**src/rtl/lmem_hd_unload_streamer.sv**
```systemverilog
// Drains Lmem hard decisions after decoding and re-serialises each KB*HDWIDTH-bit
// unload vector into OUTW-bit valid/ready words. Optional: LMEM_HD_UNLOAD_PREFETCH_EN.
module lmem_hd_unload_streamer #(
    parameter int KB           = 14,
    parameter int HDWIDTH      = 32,
    parameter int UNLOAD_DEPTH = 17,
    parameter int ADDRESSWIDTH = 5,
    parameter int RD_LATENCY   = 2,
    parameter int OUTW         = 32
) (
    input  logic                    clk,
    input  logic                    rst,
    input  logic                    start,
    output logic                    unload_en,
    output logic [ADDRESSWIDTH-1:0] unloadAddress,
    input  logic [KB*HDWIDTH-1:0]   hd_in,
    output logic [OUTW-1:0]         out_data,
    output logic                    out_valid,
    input  logic                    out_ready,
    output logic                    out_last,
    output logic                    busy,
    output logic                    done
);

    localparam int VW    = KB * HDWIDTH;
    localparam int WORDS = VW / OUTW;
    localparam int WW    = (WORDS > 1) ? $clog2(WORDS) : 1;
    localparam logic [ADDRESSWIDTH-1:0] LAST_ADDR = ADDRESSWIDTH'(UNLOAD_DEPTH - 1);
    localparam logic [WW-1:0]           LAST_WORD = WW'(WORDS - 1);
    localparam logic [2:0]              LAT_LAST  = 3'(RD_LATENCY - 1);

    typedef enum logic [2:0] {IDLE, ISSUE, WAIT, STREAM, DONE} state_t;

    state_t                  state_q;
    logic [ADDRESSWIDTH-1:0] addr_q;
    logic [ADDRESSWIDTH-1:0] uaddr_q;
    logic [WW-1:0]           word_q;
    logic [2:0]              lat_q;
    logic                    pend_q;
    logic                    unload_en_q;
    logic [OUTW-1:0]         out_data_q;
    logic                    out_valid_q;
    logic                    out_last_q;
    logic                    busy_q;
    logic                    done_q;
`ifdef LMEM_HD_UNLOAD_PREFETCH_EN
    logic [VW-1:0]           buf_q [2];
    logic                    rd_sel_q;
    logic                    wr_sel_q;
    logic                    avail_q;
`else
    logic [VW-1:0]           line_q;
`endif

    logic                    fill;
    logic                    xfer;
    logic                    line_end;
    logic                    line_rdy;
    logic                    launch;
    logic [ADDRESSWIDTH-1:0] launch_addr;
    logic [OUTW-1:0]         launch_word;
    logic [VW-1:0]           cur_line;
    logic [WW-1:0]           nxt_word;

    // One read is ever outstanding; fill marks the edge its data is captured.
    assign fill     = pend_q && (lat_q == LAT_LAST);
    assign xfer     = out_valid_q && out_ready;
    assign line_end = xfer && (word_q == LAST_WORD);
    assign nxt_word = word_q + 1'b1;

`ifdef LMEM_HD_UNLOAD_PREFETCH_EN
    assign line_rdy = fill || avail_q;
    assign cur_line = buf_q[rd_sel_q];
`else
    assign line_rdy = fill;
    assign cur_line = line_q;
`endif

    always_comb begin
        launch      = 1'b0;
        launch_addr = addr_q;
        launch_word = hd_in[OUTW-1:0];
`ifdef LMEM_HD_UNLOAD_PREFETCH_EN
        // rd_sel_q flips at line end, so a switch in STREAM reads the other buffer
        if (!fill)
            launch_word = (state_q == STREAM) ? buf_q[~rd_sel_q][OUTW-1:0]
                                              : buf_q[rd_sel_q][OUTW-1:0];
        if (state_q == STREAM && line_end && addr_q != LAST_ADDR) begin
            launch      = line_rdy;
            launch_addr = addr_q + 1'b1;
        end
`endif
        if (state_q == WAIT)
            launch = line_rdy;
    end

    always_ff @(posedge clk or posedge rst) begin
        if (rst) begin
            state_q     <= IDLE;
            addr_q      <= '0;
            uaddr_q     <= '0;
            word_q      <= '0;
            lat_q       <= '0;
            pend_q      <= 1'b0;
            unload_en_q <= 1'b0;
            out_data_q  <= '0;
            out_valid_q <= 1'b0;
            out_last_q  <= 1'b0;
            busy_q      <= 1'b0;
            done_q      <= 1'b0;
`ifdef LMEM_HD_UNLOAD_PREFETCH_EN
            buf_q[0]    <= '0;
            buf_q[1]    <= '0;
            rd_sel_q    <= 1'b0;
            wr_sel_q    <= 1'b0;
            avail_q     <= 1'b0;
`else
            line_q      <= '0;
`endif
        end else begin
            if (unload_en_q) begin
                unload_en_q <= 1'b0;
                pend_q      <= 1'b1;
                lat_q       <= '0;
            end else if (pend_q) begin
                lat_q <= lat_q + 3'd1;
                if (fill) begin
                    pend_q <= 1'b0;
`ifdef LMEM_HD_UNLOAD_PREFETCH_EN
                    buf_q[wr_sel_q] <= hd_in;
                    wr_sel_q        <= ~wr_sel_q;
                    avail_q         <= 1'b1;
`else
                    line_q <= hd_in;
`endif
                end
            end

            case (state_q)
                IDLE: if (start) begin
                    state_q     <= ISSUE;
                    addr_q      <= '0;
                    uaddr_q     <= '0;
                    unload_en_q <= 1'b1;
                    busy_q      <= 1'b1;
`ifdef LMEM_HD_UNLOAD_PREFETCH_EN
                    rd_sel_q    <= 1'b0;
                    wr_sel_q    <= 1'b0;
                    avail_q     <= 1'b0;
`endif
                end
                ISSUE: state_q <= WAIT;
                WAIT: if (launch) state_q <= STREAM;
                STREAM: if (xfer) begin
                    if (word_q == LAST_WORD) begin
                        out_valid_q <= 1'b0;
                        out_last_q  <= 1'b0;
                        if (addr_q == LAST_ADDR) begin
                            state_q <= DONE;
                            done_q  <= 1'b1;
                        end else begin
                            addr_q <= addr_q + 1'b1;
`ifdef LMEM_HD_UNLOAD_PREFETCH_EN
                            rd_sel_q <= ~rd_sel_q;
                            if (!launch) state_q <= WAIT;
`else
                            uaddr_q     <= addr_q + 1'b1;
                            unload_en_q <= 1'b1;
                            state_q     <= ISSUE;
`endif
                        end
                    end else begin
                        word_q     <= nxt_word;
                        out_data_q <= cur_line[32'(nxt_word)*OUTW +: OUTW];
                        out_last_q <= (addr_q == LAST_ADDR) && (nxt_word == LAST_WORD);
                    end
                end
                DONE: begin
                    done_q  <= 1'b0;
                    busy_q  <= 1'b0;
                    state_q <= IDLE;
                end
                default: state_q <= IDLE;
            endcase

            // Line start overrides the end-of-line deassertion so lines run back to back
            if (launch) begin
                word_q      <= '0;
                out_valid_q <= 1'b1;
                out_data_q  <= launch_word;
                out_last_q  <= (launch_addr == LAST_ADDR) && (WORDS == 1);
`ifdef LMEM_HD_UNLOAD_PREFETCH_EN
                avail_q <= 1'b0;
                if (launch_addr != LAST_ADDR) begin
                    unload_en_q <= 1'b1;
                    uaddr_q     <= launch_addr + 1'b1;
                end
`endif
            end
        end
    end

    assign unload_en     = unload_en_q;
    assign unloadAddress = uaddr_q;
    assign out_data      = out_data_q;
    assign out_valid     = out_valid_q;
    assign out_last      = out_last_q;
    assign busy          = busy_q;
    assign done          = done_q;

endmodule

```
**config.mk**
```make
export PLATFORM = sky130hd
export DESIGN_NAME = lmem_hd_unload_streamer
export DESIGN_NICKNAME = d
export VERILOG_FILES = /design/src/rtl/lmem_hd_unload_streamer.sv
export SDC_FILE = /design/constraint.sdc
export NUM_CORES = 1
export LEC_CHECK = 0
export CORE_MARGIN = 2
export CORE_UTILIZATION = 51
export DETAILED_ROUTE_END_ITERATION = 8
export PLACE_DENSITY = 0.8
export SLEW_MARGIN = 20
export SYNTH_ARGS = -nofsm -noshare
export SYNTH_HDL_FRONTEND = slang
export SYNTH_SLANG_ARGS = --single-unit
export TNS_END_PERCENT = 100
```
**constraint.sdc**
```tcl
create_clock -name clk -period 26.8 [get_ports clk]
set_clock_uncertainty 0.15 [all_clocks]
set_input_delay 8.04 -clock clk [delete_from_list [all_inputs] [get_ports clk]]
set_output_delay 8.04 -clock clk [all_outputs]
set_load 0.02 [all_outputs]
```
==> flow_metrics.tcl <==
set metrics [dict create \
    drive_above_1_share_pct 34.33 \
    max_cap_viol_count 0 \
    cpLargestDelayFamily "buffers and inverters" \
    syn-num-nets 1995 \
    required_ns 27.27 \
    antenna_found_initial 24 \
    cp_num_buf_inv 4 \
    drt_pre_antenna_iters 5 \
    via_count 15090 \
    die_y_um 215.1 \
    hold_viol 0 \
    rsz0062_at_grt "no" \
    synth.area.top_cells "dfrtp_1 55%, mux2_2 23%, mux4_2 9.5%" \
    synth-edff-count 0 \
    grt_max_degree 137 \
    fillers 3136 \
    grt_pass1_vias 16400 \
    hold_ws_ns 0.3486 \
    grt_overflow 0 \
    synth_area_leader_cell "dfrtp_1" \
    seqPwrFrac_pct 37.2 \
    path_clk_slew_ns 0.06 \
    die_x_um 215.1 \
    layoutNonFillerInstCount 2653 \
    slew_headroom_pct 28.63 \
    cts_htree_levels 2 \
    finalNetCount 2463 \
    finalPower_mw 3.418 \
    gp_congestion 0.8482 \
    p_leak_nw 13.05 \
    pre_cts_slack_ns 15.07 \
    remaining_drc_errors 0 \
    async_flop_share_pct 100.0 \
    cpPeakStageDelay_ns 0.77 \
    status "complete, no violations" \
    ys_types 48 \
    final_max_slew_viol_count 0 \
    p_sw_share_pct 33.19 \
    antenna_left 0 \
    core_region_area_um2 44120 \
    ir_drop_uv 73.07 \
    clkPwrFrac_pct 23.8 \
    cts_resized 0 \
    power.internal_mw 2.283 \
    numCtsBuffers 53 \
    seq_area_um2 12540 \
    ys_ff_latch 501 \
    p_comb_share_pct 38.9 \
    cts_tree "yes" \
    hold_path_class "flip-flop to flip-flop" \
    max_freq_mhz 96.49 \
    dp_hpwl_mm 49.41 \
    ys_seq_area_share_pct 55.15 \
    critPathKind "primary input to asynchronous set/reset pin" \
    synth_area_um2 22730 \
    post_cts_buffers 0 \
    clock_latency_ns 0.60 \
    switchingPower_mw 1.135 \
    yosys_warnings 0 \
    io_pins 494 \
    cts_hold_buf 0 \
    crit_slowest_cell "buf_4" \
    synth_top_area_share_pct 55.15 \
    clockBufferDepth 3 \
    synth_ff_type "dfrtp_1" \
    fp-row-count 77 \
    dpl.cell_count 2541 \
    setup_total_negative_slack_ns 0 \
    fin_ws_ns 16.44 \
    fin_crit_sh_pct 38.67 \
    cts.sink_count 501 \
    fin_crit_ns 10.36 \
    portBuffers 493 \
    routed_wl_mm 68.10 \
    dieArea_um2 46270 \
    vias_per_cell 5.687 \
    setup_viol 0 \
    path_cells "clkdlybuf4s50_1 > inv_8 > buf_6 > buf_4" \
    worst-path-max-fanout 136 \
    root_buffer "clkbuf_16" \
    startpoint_type "primary input" \
    start_util_pct 51.51 \
    dr.first_iter.drc_count 996 \
    critPathCaptureType "asynchronous set/reset pin" \
    syn_inst 1536 \
    wl_per_cell_um 25.67 \
    power_density_nw_per_um2 113.5 \
    arrival_ns 10.84 \
    grt_pass1_wl_mm 102.4 \
    avgSynthCellArea_um2 14.80 \
    syn_to_final_growth_pct 32.45 \
    multi_input_area_um2 9688 \
    grtUsageTotal_pct 29.80 \
    worstMarginPinSlew_ns 1.068 \
]
cell type report:
type,instances,area share (%)
well taps,592,2.460
multi-input cells,928,32.18
clock buffers,75,5.220
inverters,6,0.09974
repair buffers,514,16.99
clock inverters,24,1.292
flip-flops and latches,501,41.65
diodes,13,0.1080
Yosys cell counts (4+ instances only):
cell type    n
a211o_1     18
a211oi_1     4
a31oi_1     15
buf_2       76
buf_4        9
buf_6        5
clkbuf_1     9
dfrtp_1    501
ha_1         7
inv_1        5
mux2_2     466
mux2i_1     32
mux4_2      96
nand2_1    103
nand3_1     29
nand3_2     11
nor2_1      38
nor2b_1     15
o21ai_0     49
xor2_1       6
placed cells by master, fill, tap and decap left out, types with 8 or more instances in the layout:
cell and count:
nand3_1 29, dfrtp_1 500, mux2i_1 32, clkdlybuf4s50_1 493, bufinv_16 10, clkinv_2 8, a211o_1 18, buf_4 15
mux4_2 96, nor2b_1 15, diode_2 13, a31oi_1 15, clkbuf_1 8, o21ai_0 49, clkbuf_16 55, nand2_1 103
nand3_2 11, nor2_1 37, clkbuf_8 12, mux2_2 466
power by group through the flow:
stage,logic [mW],registers (mW),clock network [mW]
global route,1.42,1.31,0.859
CTS,1.34,1.27,0.827
detailed placement,1.33,1.29,0
floorplan,0.891,1.23,0
finish,1.33,1.27,0.815
global placement,1.31,1.26,0
cells by family after synthesis:
logic type,after synthesis,share of synthesized area (%)
AND/OR/NAND/NOR,219,4.745
adder cells (fa/ha/maj),7,0.3853
flip-flops,501,55.15
AO/OA/AOI/OAI,99,2.829
buffers and inverters,107,2.499
multiplexers,594,34.01
XOR/XNOR,9,0.3798
path summary, 6_finish.rpt:
kind,from,endpoint,slack [ns],depth (start not counted)
hold / removal,cur_line[259]$_DFFE_PP0P_,cur_line[259]$_DFFE_PP0P_,0.35,1
min in group asynchronous,rst,cur_line[256]$_DFFE_PP0P_,7.90,2
setup reg to reg,word_q[0]$_DFFE_PP0P_,out_data[8]$_DFFE_PP0P_,21.88,8
hold reg to reg,cur_line[259]$_DFFE_PP0P_,cur_line[259]$_DFFE_PP0P_,0.35,1
setup / recovery,rst,cur_line[153]$_DFFE_PP0P_,16.44,4
max in group clk,out_data[0]$_DFFE_PP0P_,out_data[0],16.84,1
stage by stage:
step / util, % / cell area (µm²)
floorplan: - / 22730
global placement: 63.65 / 28080
detailed placement: 63.67 / 28100
CTS: 68.12 / 30060
global route: 68.23 / 30110
finish: 68.23 / 30110
registers in the layout (all words and copies together), names as in the netlist:
| register | count |
|---|---|
| unload_en | 1 |
| state_q | 3 |
| out_data | 32 |
| busy | 1 |
| word_q | 4 |
| lat_q | 3 |
| out_last | 1 |
| pend_q | 1 |
| out_valid | 1 |
| cur_line | 448 |
| done | 1 |
| unloadAddress | 5 |
metal layers:
metal | vias to the layer above | wire length (µm) | track usage [%]
li1 | 6576 | - | -
met4 | 24 | 3507 | 15.17
met1 | 7762 | 27230 | 38.21
met5 | - | 152 | 0
met3 | 159 | 5298 | 8.450
met2 | 567 | 31910 | 46.68
(Power assumes the default switching activity.)
